<file path="config.mk">
export PLATFORM = sky130hd
export DESIGN_NAME = regfile_clr
export DESIGN_NICKNAME = d
export VERILOG_FILES = /design/src/rtl/regfile_clr.sv
export SDC_FILE = /design/constraint.sdc
export NUM_CORES = 1
export LEC_CHECK = 0
export ABC_CLOCK_PERIOD_IN_PS = 2900
export CAP_MARGIN = 5
export CORE_AREA = 2 2 416 418
export CTS_CLUSTER_DIAMETER = 150
export CTS_CLUSTER_SIZE = 14
export DETAILED_ROUTE_END_ITERATION = 10
export DIE_AREA = 0 0 418 420
export SLEW_MARGIN = 5
export SYNTH_ARGS = -nofsm -noshare
export SYNTH_HDL_FRONTEND = slang
export SYNTH_SLANG_ARGS = --single-unit
</file>
<file path="constraint.sdc">
create_clock -name clk -period 2.9 [get_ports clk]
set_input_delay 0.29 -clock clk [delete_from_list [all_inputs] [get_ports clk]]
set_output_delay 0.29 -clock clk [all_outputs]
set_load 0.005 [all_outputs]
</file>
<file path="src/rtl/regfile_clr.sv">
// Integer register file with two registered read ports, a0 probe and a clear sequencer.
// Define REGFILE_BYPASS_EN for write-first same-cycle forwarding (read-first otherwise).
module regfile_clr #(
  parameter int ADDRESS_WIDTH = 5,
  parameter int DATA_WIDTH    = 32,
  parameter int PROBE_ADDR    = 10
) (
  input  logic                     clk,
  input  logic                     rst,
  input  logic [ADDRESS_WIDTH-1:0] AD1,
  input  logic [ADDRESS_WIDTH-1:0] AD2,
  input  logic [ADDRESS_WIDTH-1:0] AD3,
  input  logic                     WE3,
  input  logic [DATA_WIDTH-1:0]    WD3,
  output logic [DATA_WIDTH-1:0]    RD1,
  output logic [DATA_WIDTH-1:0]    RD2,
  output logic [DATA_WIDTH-1:0]    a0,
  output logic                     busy
);

  localparam int AW = ADDRESS_WIDTH;
  localparam int DW = DATA_WIDTH;
  localparam int DEPTH = 2 ** AW;
  localparam logic [AW-1:0] LAST  = '1;
  localparam logic [AW-1:0] ONE   = AW'(1);
  localparam logic [AW-1:0] PROBE = AW'(PROBE_ADDR);
`ifdef REGFILE_BYPASS_EN
  localparam bit BYP = 1'b1;
`else
  localparam bit BYP = 1'b0;
`endif

  typedef enum logic {CLEAR, RUN} state_t;

  state_t        state_q, state_d;
  logic [AW-1:0] idx_q, idx_d;
  logic [DW-1:0] rd1_q, rd1_d;
  logic [DW-1:0] rd2_q, rd2_d;
  logic [DW-1:0] a0_q, a0_d;

  logic [DW-1:0] ram [DEPTH];
  logic          ram_we;
  logic [AW-1:0] ram_wa;
  logic [DW-1:0] ram_wd;

  logic          wr_ok;
  logic          hit1, hit2, hitp;

  // x0 is never cleared or written, so its storage is masked on every read
  function automatic logic [DW-1:0] pick(
    input logic [AW-1:0] a,
    input logic [DW-1:0] mem,
    input logic          hit,
    input logic [DW-1:0] wd
  );
    if (a == '0) return '0;
    if (hit) return wd;
    return mem;
  endfunction

  assign wr_ok = (state_q == RUN) && !rst && WE3 && (AD3 != '0);
  assign hit1  = BYP && wr_ok && (AD3 == AD1);
  assign hit2  = BYP && wr_ok && (AD3 == AD2);
  assign hitp  = BYP && wr_ok && (AD3 == PROBE);

  always_comb begin
    state_d = state_q;
    idx_d   = idx_q;
    rd1_d   = '0;
    rd2_d   = '0;
    a0_d    = '0;
    ram_we  = 1'b0;
    ram_wa  = idx_q;
    ram_wd  = '0;
    if (rst) begin
      state_d = CLEAR;
      idx_d   = ONE;
    end else if (state_q == CLEAR) begin
      ram_we = 1'b1;
      idx_d  = idx_q + ONE;
      if (idx_q == LAST) state_d = RUN;
    end else begin
      rd1_d  = pick(AD1, ram[AD1], hit1, WD3);
      rd2_d  = pick(AD2, ram[AD2], hit2, WD3);
      a0_d   = pick(PROBE, ram[PROBE], hitp, WD3);
      ram_we = wr_ok;
      ram_wa = AD3;
      ram_wd = WD3;
    end
  end

  always_ff @(posedge clk) begin
    if (rst) begin
      state_q <= CLEAR;
      idx_q   <= ONE;
      rd1_q   <= '0;
      rd2_q   <= '0;
      a0_q    <= '0;
    end else begin
      state_q <= state_d;
      idx_q   <= idx_d;
      rd1_q   <= rd1_d;
      rd2_q   <= rd2_d;
      a0_q    <= a0_d;
    end
  end

  always_ff @(posedge clk) begin
    if (ram_we) ram[ram_wa] <= ram_wd;
  end

  assign RD1  = rd1_q;
  assign RD2  = rd2_q;
  assign a0   = a0_q;
  assign busy = (state_q == CLEAR);

endmodule

</file>
==> metrics.txt <==
outcome finished clean; combinational fraction of design power 7.1%; register area share after synthesis 64.4%; Post-CTS Setup Inserts 0; fraction of layout cells with a size suffix above 1 about 17%; maximum VDD drop approximately 0.00041 V; WP data required 3.30 ns; num ports 147; Slew HR 26.3%; H-tree Lvls 3; dpl ws 0.116 ns; Residual DRC 0; crit start category register; fillers 16000; yosys warns 0; row cnt ~150; drt wl/cell 29.1 um; Final setup viols 0; CP arrival about 2.9 ns; WP buf/inv 3; HPWL Detailed about 110 mm; Post-synth EDFFs a little over 1000; Core Util, Final 35.2%; Peak Freq ~400 MHz; Yosys cell types 39; register share of total power 55.8%; post-route setup TNS 0 ns; Area growth syn-to-layout 18.2%; Initial Utilization 29.8%; Least-Margin Pin Slew 1.10 ns; clk root buf clkbuf_16; Async SR Flop Fraction 0%; Max Slew Vio Count 0; Mapped Nets around 3300; ranking of synthesized cells by area edfxtp_1 (60%), mux2i_1 (15%), mux4_2 (5.7%); met1 wire length 68.0 mm; final wirelength 170 mm; PD cells 526 nW/um^2; Routed met2 length 83.0 mm; final worst path period share between 80% and 90%; critical path cell sequence buf_4, nand3_1, a21oi_1, nand2_1, buf_4, nor2_4, buf_12; final setup skew 0.0220 ns; syn avg cell area 15.6 sq um; clock slew at reported path FFs 0.07 ns; Clk network pwr share 37.1%; post-route antenna net violation count 0; Die W 418 um; cts repair resizes 0; Final Cell Area 60200 sq um; total CTS buffers 90; die area approximately 180000 sq um; cell family with most CP delay buffers and inverters; initial antenna violation count 11; #FFs+latches synth 1126; total track usage 18.9%; Vias/cell 5.49; RSZ-0062 raised after global routing no; Switching Fraction 22.6%; TritonCTS clock tree built; Synth Flop Type edfxtp_1; PortBufs 146; Placement Cell Area 57600 sq um; DR WL met3 11.5 mm; # clock sinks approximately 1100; commonest non-fill, non-tap cell in the layout edfxtp_1; Setup CP Type register to register; Overall Power 31.7 mW; nets 3568; Net Switching ~7.2 mW; Hold-fix buffers, CTS 0; Hold Violations, Final 0; Worst-Skew Late Latency about 0.7 ns; leading cell types in the layout, fill and taps excluded edfxtp_1 (1024), mux2i_1 (773), a22oi_1 (320); Yosys top cell by area edfxtp_1; vias in the first global route between 30000 and 40000; First-pass DRT Iterations 5; min Tclk post-route 2.53 ns; routability congestion estimate from global placement 0.862; first-pass GRT wire length 239 mm; CP endpoint kind register; CP max FO 14; Crit-path slowest cell dfxtp_1; internal power 24.5 mW; Yosys top cell area share 60.4%; gate count after technology mapping 3272; worst setup margin between 0.3 and 0.4 ns; grt ovf 0; cell repeated most along the worst path buf_4; DR top layer met5; initial drt markers 3415; clk buf depth 3; Hold Path Class primary input to register; Cell Area, Synth just over 50000 sq um; Die Span Y about 420 um; max cap viols 0; Lkg Pwr 20.1 nW; Vias 32000; Crit path largest cell delay about 0.48 ns; Core Footprint 171000 sq um; largest net degree at the start of global routing 71
-- per-layer routing --
| metal | track usage, % | up-vias |
|---|---|---|
| li1 | - | 13600 |
| met4 | 8.36 | 6 |
| met5 | 0 | - |
| met1 | 24.2 | 16600 |
| met2 | 31.9 | 1484 |
| met3 | 2.57 | 322 |
-- cells in the mapped netlist (66+ instances only) --
| library cell | n |
|---|---|
| edfxtp_1 | 1024 |
| mux2i_1 | 773 |
| a22oi_1 | 320 |
| nand3_1 | 193 |
| nand2_1 | 140 |
| mux4_2 | 128 |
| dfxtp_1 | 102 |
| buf_2 | 94 |
| clkbuf_1 | 93 |
| and2_1 | 66 |
-- logic make-up after synthesis --
logic type | after synthesis | share of synthesized area, %
compound gates | 391 | 5.43
xor+xnor | 2 | 0.0344
fa+ha+maj | 2 | 0.0491
buf+inv | 249 | 2.53
flops | 1126 | 64.4
mux | 966 | 22.3
simple gates | 536 | 5.31
-- worst register-to-register path, stage by stage, from the launching register on --
cell and delay, ns:
dfxtp_1 0.48, buf_4 0.25, nand3_1 0.09, a21oi_1 0.34, nand2_1 0.30, buf_4 0.28, nor2_4 0.26, buf_12 0.21
-- registers in the layout (all words and copies together) (netlist names) --
name and cells:
RD1 32, RD2 32, a0 32, idx_q 5, ram 1024, state_q 1
-- power groups by stage --
| stage | clock (mW) | sequential (mW) | combinational [mW] |
|---|---|---|---|
| 6_report | 11.8 | 17.7 | 2.26 |
| 5_1_grt | 12.6 | 17.7 | 2.35 |
| 3_5_place_dp | 0 | 18.0 | 2.24 |
| 4_1_cts | 12.0 | 17.7 | 2.25 |
| 2_1_floorplan | 0 | 18.0 | 1.38 |
| 3_3_place_gp | 0 | 18.0 | 2.23 |
-- final timing paths --
path / start / endpoint / slack, ns / cells after the start
hold reg to reg: ram[10][30] / a0[30] / 0.55 / 1
setup / recovery: state_q / ram[21][2] / 0.37 / 7
setup reg to reg: state_q / ram[21][2] / 0.37 / 7
hold / removal: rst / idx_q[4] / 0.35 / 3
-- per-stage QoR --
stage          hold WS, ns  instances
2_1_floorplan        0.471       3272
3_3_place_gp         0.539       5657
3_5_place_dp         0.541       5657
4_1_cts              0.309       5826
5_1_grt              0.391       5826
6_report             0.349       5829
-- final cells by class --
| type | instances | area [sq um] | area share [%] |
|---|---|---|---|
| Antenna cell | 3 | 7.51 | 0.0125 |
| Clock buffer | 162 | 2540 | 4.22 |
| Clock inverter | 7 | 76.3 | 0.127 |
| Inverter | 1 | 3.75 | 0.00623 |
| Multi-Input combinational cell | 1897 | 17200 | 28.6 |
| Sequential cell | 1126 | 32800 | 54.4 |
| Tap cell | 2233 | 2790 | 4.64 |
| Timing Repair Buffer | 400 | 4800 | 7.97 |
No activity file was read; power rests on OpenSTA's default activity.
